**config.mk**
```make
export PLATFORM = sky130hd
export DESIGN_NAME = pipe_hazard_ctrl
export DESIGN_NICKNAME = d
export VERILOG_FILES = /design/src/rtl/pipe_hazard_ctrl.sv
export SDC_FILE = /design/constraint.sdc
export NUM_CORES = 1
export LEC_CHECK = 0
export CORE_MARGIN = 1
export CORE_UTILIZATION = 43
export CTS_CLUSTER_SIZE = 25
export DETAILED_ROUTE_END_ITERATION = 10
export GPL_TIMING_DRIVEN = 0
export PLACE_DENSITY = 0.87
export SYNTH_ARGS = -nofsm -noshare
export SYNTH_HDL_FRONTEND = slang
export SYNTH_SLANG_ARGS = --single-unit
```
**constraint.sdc**
```tcl
create_clock -name clk -period 3.19 [get_ports clk]
set_input_delay 0.7975 -clock clk [delete_from_list [all_inputs] [get_ports clk]]
set_output_delay 0.7975 -clock clk [all_outputs]
set_load 0.05 [all_outputs]
```
**src/rtl/pipe_hazard_ctrl.sv**
```systemverilog
`default_nettype none
// =============================================================================
// pipe_hazard_ctrl : branch/jump flush, load-use stall and multicycle multu sequencer
// Revision: 1.0
// =============================================================================
module pipe_hazard_ctrl #(
  parameter int unsigned MUL_CYCLES = 32,
  parameter logic [5:0]  FN_MULTU   = 6'd25,
  parameter logic [5:0]  FN_MFHI    = 6'd16,
  parameter logic [5:0]  FN_MFLO    = 6'd18
) (
  input  logic        clk,
  input  logic        rst,
  input  logic [5:0]  i_id_opcode,
  input  logic [5:0]  i_id_funct,
  input  logic [4:0]  i_id_rs,
  input  logic [4:0]  i_id_rt,
  input  logic [4:0]  i_ex_rt,
  input  logic        i_ex_memread,
  input  logic        i_ex_branch_taken,
  input  logic        i_ex_jump,
  output logic        o_pc_write,
  output logic        o_ifid_write,
  output logic        o_ifid_flush,
  output logic        o_idex_bubble,
  output logic        o_mul_start,
  output logic        o_mul_busy,
  output logic        o_mul_done,
  output logic [15:0] o_stall_cycles
);

  typedef enum logic [1:0] {
    S_IDLE = 2'd0,
    S_BUSY = 2'd1,
    S_DONE = 2'd2
  } state_t;

  localparam logic [5:0] C_CNT_INIT = 6'(MUL_CYCLES - 1);

  state_t      r_state;
  state_t      w_state_nxt;
  logic [5:0]  r_cnt;
  logic        r_mul_start;
  logic [15:0] r_stall_cycles;

  logic w_flush;
  logic w_load_use;
  logic w_mul_op;
  logic w_mul_stall;
  logic w_start;

  always_comb begin
    w_flush     = i_ex_branch_taken | i_ex_jump;
    w_load_use  = i_ex_memread && (i_ex_rt != 5'd0) &&
                  ((i_ex_rt == i_id_rs) || (i_ex_rt == i_id_rt));
    w_mul_op    = (i_id_opcode == 6'd0) &&
                  ((i_id_funct == FN_MULTU) || (i_id_funct == FN_MFHI) ||
                   (i_id_funct == FN_MFLO));
    w_mul_stall = (r_state != S_IDLE) && w_mul_op;
    // A multu only launches once it actually leaves ID this cycle
    w_start     = (r_state == S_IDLE) && (i_id_opcode == 6'd0) &&
                  (i_id_funct == FN_MULTU) && !w_flush && !w_load_use;
  end

  always_comb begin
    o_pc_write    = 1'b1;
    o_ifid_write  = 1'b1;
    o_ifid_flush  = 1'b0;
    o_idex_bubble = 1'b0;
    if (!rst) begin
      if (w_flush) begin
        o_ifid_flush  = 1'b1;
        o_idex_bubble = 1'b1;
      end else if (w_load_use || w_mul_stall) begin
        o_pc_write    = 1'b0;
        o_ifid_write  = 1'b0;
        o_idex_bubble = 1'b1;
      end
    end
  end

  always_comb begin
    w_state_nxt = r_state;
    case (r_state)
      S_IDLE:  if (w_start) w_state_nxt = S_BUSY;
      S_BUSY:  if (r_cnt == 6'd0) w_state_nxt = S_DONE;
      S_DONE:  w_state_nxt = S_IDLE;
      default: w_state_nxt = S_IDLE;
    endcase
  end

  always_ff @(posedge clk or posedge rst) begin
    if (rst) begin
      r_state        <= S_IDLE;
      r_cnt          <= 6'd0;
      r_mul_start    <= 1'b0;
      r_stall_cycles <= 16'd0;
    end else begin
      r_state     <= w_state_nxt;
      r_mul_start <= w_start;
      if (w_start) begin
        r_cnt <= C_CNT_INIT;
      end else if ((r_state == S_BUSY) && (r_cnt != 6'd0)) begin
        r_cnt <= r_cnt - 6'd1;
      end
      if (!o_pc_write && (r_stall_cycles != 16'hFFFF)) begin
        r_stall_cycles <= r_stall_cycles + 16'd1;
      end
    end
  end

  assign o_mul_start    = r_mul_start;
  assign o_mul_busy     = (r_state != S_IDLE);
  assign o_mul_done     = (r_state == S_DONE);
  assign o_stall_cycles = r_stall_cycles;

endmodule
`default_nettype wire

```
==> summary.txt, run 1 <==
Global routing
  • GR Overflow Total: 0
  • Largest net degree at the start of global routing: 27
  • Global-route wire length before repair: between 6 and 7 mm
  • Antenna violations before repair: 0
  • Vias in the first global route: around 1,300
  • Total global-route track usage: 22.4%

Power and ir drop
  • Total power: 593 uW
  • PD cells: between 200 and 300 mW/mm^2
  • Worst VDD drop: 0.284 mV
  • P_leak: between 0.9 and 1 nW

Finish
  • # diodes: 0
  • Share of post-route cells with drive strength above 1: 17.7%
  • Final net count: 256
  • Area Overhead vs Synth: 53.5%
  • Commonest non-fill, non-tap cell in the layout: clkdlybuf4s50_1
  • Most frequent cells in the layout: clkdlybuf4s50_1, dfrtp_1, buf_4

Synthesis
  • Post-synthesis cell type count: 35
  • Register area share after synthesis: 43.8%
  • #FFs+latches synth: 25
  • Avg Cell Area, Syn: 9.59 sq um
  • Top_reg_cell synth: dfrtp_1
  • YS warnings: 0
  • Asr flop ratio synth: 100%
  • Gate Count Post-Synth: 149
  • Syn_nets: approximately 180
  • Post-synth EDFFs: 0
  • Mapped cell area: 0.00143 sq mm

Clock tree
  • Hold-fix buffers at CTS: 0
  • Worst-skew pair later-pin latency: 330 ps
  • Total CTS buffers: 3
  • H-tree depth: 1
  • Clock tree from TritonCTS: built
  • CTS root buf: clkbuf_4
  • Clock slew at reported path FFs: 150 ps
  • Bufs on Longest Clock Path: 2
  • Clk sink count: 25

Min path
  • Hold path start: o_stall_cycles[13]
  • Worst hold path type: reg -> reg

Timing
  • Fmax: 319 MHz
  • Minimum clock period: 3140 ps
  • Slew margin rel.: 63.3%
  • Finish-stage setup viols: 0
  • Worst slew pin tran: 547 ps
  • Hold Slack: 503 ps
  • Endpoints failing hold: 0
  • Pins Over Slew Limit: 0
  • Period utilization: 98.4%
  • Max Clock Skew: 13.3 ps

Drt
  • DR WL/cell: 13.9 microns
  • WL final: 3.67 mm
  • 1st-pass router iterations: 4
  • Antenna Nets Post-Route: 0
  • First DRT Iteration DRCs: 66
  • Total number of vias: about 1,400
  • Via-to-Cell Ratio: 5.28
  • DRC violations left: 0

Floorplanning
  • Starting Density: a little under half
  • Die ar.: 0.00356 sq mm
  • Die height: 59.6 microns
  • Ports: 55
  • Row count: 20
  • Die W: 59.6 microns
  • Core Region: between 0.003 and 0.004 sq mm

Setup path
  • CP startpoint kind: primary input
  • Worst Setup End Kind: output port
  • Worst Path Arrival: 2340 ps
  • RR Startpoint: o_stall_cycles[0]
  • Critical Path Source: i_id_rs[2]
  • CP Data Required Time: 2390 ps
  • Critical path class: in -> out
  • Worst-path fanout max: 2

Place
  • Port-buffer cells: 54
  • Post-DP HPWL: 2.52 mm
  • Placer Congestion: between 0.8 and 0.9

Flow run
  • # Max-Cap Violations: 0

Status
  • Status: finished clean
[cell families after synthesis]
kind of cell             share of synthesized area [%]
XOR/XNOR                                          16.6
buffers and inverters                             2.89
adder cells (fa/ha/maj)                           2.63
flip-flops                                        43.8
multiplexers                                      2.36
AO/OA/AOI/OAI                                     5.87
AND/OR/NAND/NOR                                   25.9
[synthesized netlist by cell type (2+ instances only)]
master / n / area share (%)
inv_1: 5 / 1.3
or4_1: 2 / 1.1
xor2_1: 14 / 8.6
o21ai_1: 2 / 0.70
and3_1: 6 / 2.6
nor2_1: 13 / 3.4
nor3_1: 7 / 2.5
nand3b_1: 2 / 1.1
nand4_1: 5 / 2.2
mux2_2: 3 / 2.4
ha_1: 3 / 2.6
and4_1: 2 / 1.2
nand2_1: 14 / 3.7
o21ai_2: 2 / 1.2
dfrtp_1: 25 / 44
xnor2_1: 13 / 8.0
nand3_1: 12 / 4.2
nand2b_1: 2 / 0.88
[critical path, cell delays in order]
cell and delay, ps:
clkdlybuf4s50_1 420, xor2_1 150, nor3_1 230, a22oi_2 130, o21ai_2 170, inv_1 100
a21oi_2 160, buf_6 180
[path summary, 6_finish.rpt]
path	to	slack, ps	cells after the start
setup / recovery	o_idex_bubble	50	8
hold / removal	o_stall_cycles[13]	500	1
setup reg to reg	o_stall_cycles[1]	1110	7
hold reg to reg	o_stall_cycles[13]	500	1
max in group asynchronous	r_cnt[0]	1870	2
min in group asynchronous	o_stall_cycles[13]	990	2
[layer usage]
| layer | global-route usage, % | share of wire (%) | up-vias |
|---|---|---|---|
| met2 | 40.6 | 54 | 49 |
| li1 | - | - | 661 |
| met3 | 4.37 | 4.2 | 6 |
| met4 | 5.32 | 1.3 | 0 |
| met5 | 0 | 0 | - |
| met1 | 27.1 | 41 | 678 |
[sequential cells by signal, summed over array words and instances, names as in the netlist]
name / cells
o_mul_start: 1
o_stall_cycles: 16
r_cnt: 6
r_state: 2
[layout make-up]
cell class | instances | area (sq um)
Fill cell | 259 | 910
Multi-Input combinational cell | 116 | 801
Timing Repair Buffer | 69 | 648
Sequential cell | 25 | 626
Tap cell | 44 | 55.1
Clock buffer | 3 | 22.5
Inverter | 5 | 22.5
Buffer | 1 | 11.3
Clock inverter | 1 | 7.51
[through the flow]
stage	utilization, %	instance area [sq um]	instances	setup TNS, ps	setup slack (ps)
2_1_floorplan	-	1430	149	0	61.4
3_3_place_gp	65.4	2030	247	-2690	-1060
3_5_place_dp	65.4	2030	247	-2840	-1060
4_1_cts	70.4	2180	264	0	5.76
5_1_grt	70.7	2190	264	-81.8	-81.8
6_report	70.7	2190	264	0	51.1
[power by group]
group	internal (mW)	switching, mW	leakage [nW]	total [mW]
clock network	0.0480	0.0979	0.0139	0.146
registers	0.321	0.00561	0.349	0.327
logic	0.0580	0.0623	0.616	0.120
total	0.427	0.166	0.979	0.593
[what timing repair did]
action | CTS | global route
gates cloned | 0 | 0
endpoints found under the setup margin | 3 | 8
buffers inserted | 13 | 2
pin swaps | 5 | 6
gates resized for setup | 37 | 5
Note: power is estimated with default switching activity, not from simulation.
==> run 2: changes to the inputs <==
Settings changed: CORE_UTILIZATION 43 to 36, PLACE_DENSITY 0.87 to 0.76.
==> summary.txt, run 2 (synthesized netlist as in run 1, its figures left out) <==
Status
  • Status: finished clean (unchanged)

Setup path
  • Critical Path Source: i_id_funct[2] (was i_id_rs[2])
  • Worst-path cell chain: clkdlybuf4s50_1, nor4_2, nand4b_1, nand3b_1, a21oi_1, buf_4 (was clkdlybuf4s50_1, xor2_1, nor3_1, a22oi_2, o21ai_2, inv_1, a21oi_2, buf_6)
  • CP Data Required Time: 2390 ps (about the same)
  • CP peak stage delay: 410 ps (was 420 ps)
  • Slowest cell on crit path: clkdlybuf4s50_1 (unchanged)
  • Worst Path Arrival: 2350 ps (was 2340 ps)
  • CP startpoint kind: primary input (unchanged)
  • Worst Setup End Kind: output port (unchanged)
  • Critical path class: in -> out (unchanged)
  • RR Startpoint: o_stall_cycles[0] (unchanged)
  • Worst-path fanout max: 2 (unchanged)

Finish
  • Most frequent cells in the layout: clkdlybuf4s50_1, dfrtp_1, xor2_1 (was clkdlybuf4s50_1, dfrtp_1, buf_4)
  • Commonest non-fill, non-tap cell in the layout: clkdlybuf4s50_1 (unchanged)
  • Final net count: 250 (was 256)
  • Max reg flops: 16 (unchanged)
  • Share of post-route cells with drive strength above 1: 15.4% (was 17.7%)
  • Area Overhead vs Synth: 53.0% (was 53.5%)
  • Post-layout util: 58.4% (was 70.7%)
  • Multi-input gate area: 808 sq um (was 801 sq um)
  • Storage cell area: 626 sq um (unchanged)
  • Fillers: 336 (was 259)
  • # diodes: 0 (unchanged)
  • Count of non-filler cells in the finished layout: 262 (was 264)

Power and ir drop
  • Worst VDD drop: 0.218 mV (was 0.284 mV)
  • P_leak: 0.956 nW (was 0.979 nW)
  • Total power: 640 uW (was 593 uW)
  • PD cells: 293 mW/mm^2 (was 270 mW/mm^2)

Timing
  • Fin Setup TNS: 0 ps (unchanged)
  • Minimum clock period: 3140 ps (about the same)
  • Post-route setup slack: 46.0 ps (was 51.1 ps)
  • Period utilization: 98.6% (was 98.4%)
  • RSZ-0062 raised after global routing: yes
  • Finish-stage setup viols: 0 (unchanged)
  • Worst slew pin tran: 544 ps (was 547 ps)
  • Pins Over Slew Limit: 0 (unchanged)
  • Fmax: 318 MHz (was 319 MHz)
  • Endpoints failing hold: 0 (unchanged)
  • Max Clock Skew: 13.5 ps (was 13.3 ps)
  • Slew margin rel.: 63.7% (was 63.3%)

Clock tree
  • Hold-fix buffers at CTS: 0 (unchanged)
  • H-tree depth: 1 (unchanged)
  • Total CTS buffers: 3 (unchanged)
  • Worst-skew pair later-pin latency: 280 ps (was 330 ps)
  • Clk sink count: 25 (unchanged)
  • Bufs on Longest Clock Path: 2 (unchanged)
  • CTS root buf: clkbuf_8 (was clkbuf_4)
  • Clock tree from TritonCTS: built (unchanged)
  • Clock slew at reported path FFs: 100 ps (was 150 ps)

Global routing
  • Total global-route track usage: 18.0% (was 22.4%)
  • Vias in the first global route: 1,260 (was 1,314)
  • Global-route wire length before repair: 5.86 mm (was 6.02 mm)
  • Largest net degree at the start of global routing: 27 (unchanged)
  • Antenna violations before repair: 0 (unchanged)
  • GR Overflow Total: 0 (unchanged)

Floorplanning
  • Ports: 55 (unchanged)
  • Starting Density: 38.2% (was 46.0%)
  • Die W: 65 microns (was 59.6 microns)
  • Die height: 65 microns (was 59.6 microns)
  • Core Region: 0.00374 sq mm (was 0.00310 sq mm)
  • Die ar.: 0.00423 sq mm (was 0.00356 sq mm)
  • Row count: 22 (was 20)

Drt
  • Antenna Nets Post-Route: 0 (unchanged)
  • First DRT Iteration DRCs: 43 (was 66)
  • 1st-pass router iterations: 4 (unchanged)
  • WL final: 3.48 mm (was 3.67 mm)
  • DRC violations left: 0 (unchanged)
  • Total number of vias: 1,294 (was 1,394)
  • Via-to-Cell Ratio: 4.94 (was 5.28)
  • DR WL/cell: 13.3 microns (was 13.9 microns)

Min path
  • Hold path start: o_stall_cycles[13] (unchanged)
  • Worst hold path type: reg -> reg (unchanged)

Place
  • DP Worst Slack: -1080 ps (was -1060 ps)
  • Post-DP HPWL: 2.51 mm (was 2.52 mm)
  • Placed insts: 251 (was 247)
  • Placer Congestion: 0.828 (was 0.810)
  • Port-buffer cells: 54 (unchanged)

Flow run
  • # Max-Cap Violations: 0 (unchanged)
## run 2: cell types whose count changed in the layout (fill, tap and decap cells not counted), sizes merged
| cell | change |
|---|---|
| dlygate4sd2 | -5 |
| clkdlybuf4s50 | +5 |
| buf | -6 |
## run 2: per-stage QoR
step / area, sq um / hold slack, ps
after global routing: 2190 / 530
after CTS: 2170 / 509
after global placement: 2030 / 485
after detailed placement: 2030 / 496
final: 2190 / 502
after floorplan: 1430 / 492
## run 2: repair_timing
| item | 4_1_cts | 5_1_grt |
|---|---|---|
| hold endpoints to repair | 0 | 0 |
| buffers inserted | 9 | 0 |
| pin swaps | 7 | 1 |
| gates resized for setup | 30 | 5 |
| endpoints found under the setup margin | 3 | 12 |
| gates cloned | 0 | 0 |
## run 2: worst paths after layout
check	end	slack (ps)	cells past startpoint
worst max-delay path	o_idex_bubble	50	6
worst min-delay path	o_stall_cycles[13]	500	1
worst max register to register	o_stall_cycles[1]	1130	7
worst min register to register	o_stall_cycles[13]	500	1
max in group asynchronous	o_stall_cycles[0]	1850	2
min in group asynchronous	o_stall_cycles[12]	1000	2
## run 2: final cells by class
type | count | area share, %
Sequential cell | 25 | 28.6
Clock inverter | 1 | 0.343
Buffer | 1 | 0.515
Timing Repair Buffer | 63 | 27.9
Inverter | 5 | 1.03
Multi-Input combinational cell | 116 | 37.0
Tap cell | 48 | 2.75
Clock buffer | 3 | 1.89
## run 2: routing by layer
layer / part of all wire (%) / GRT usage (%)
met1: 45 / 23.1
met2: 51 / 30.9
met3: 3.1 / 3.87
met4: 0.60 / 3.61
met5: 0 / 0
## run 2: worst max-delay path: cells and delay by family
kind / cells / cell delay [ps]
compound gates: 1 / 220
buf+inv: 2 / 640
simple gates: 3 / 690
## run 2: report_power, final
part	internal [mW]	switching (mW)	total [mW]
Sequential	0.321	0.00571	0.327
Clock	0.0887	0.106	0.195
Combinational	0.0578	0.0608	0.119
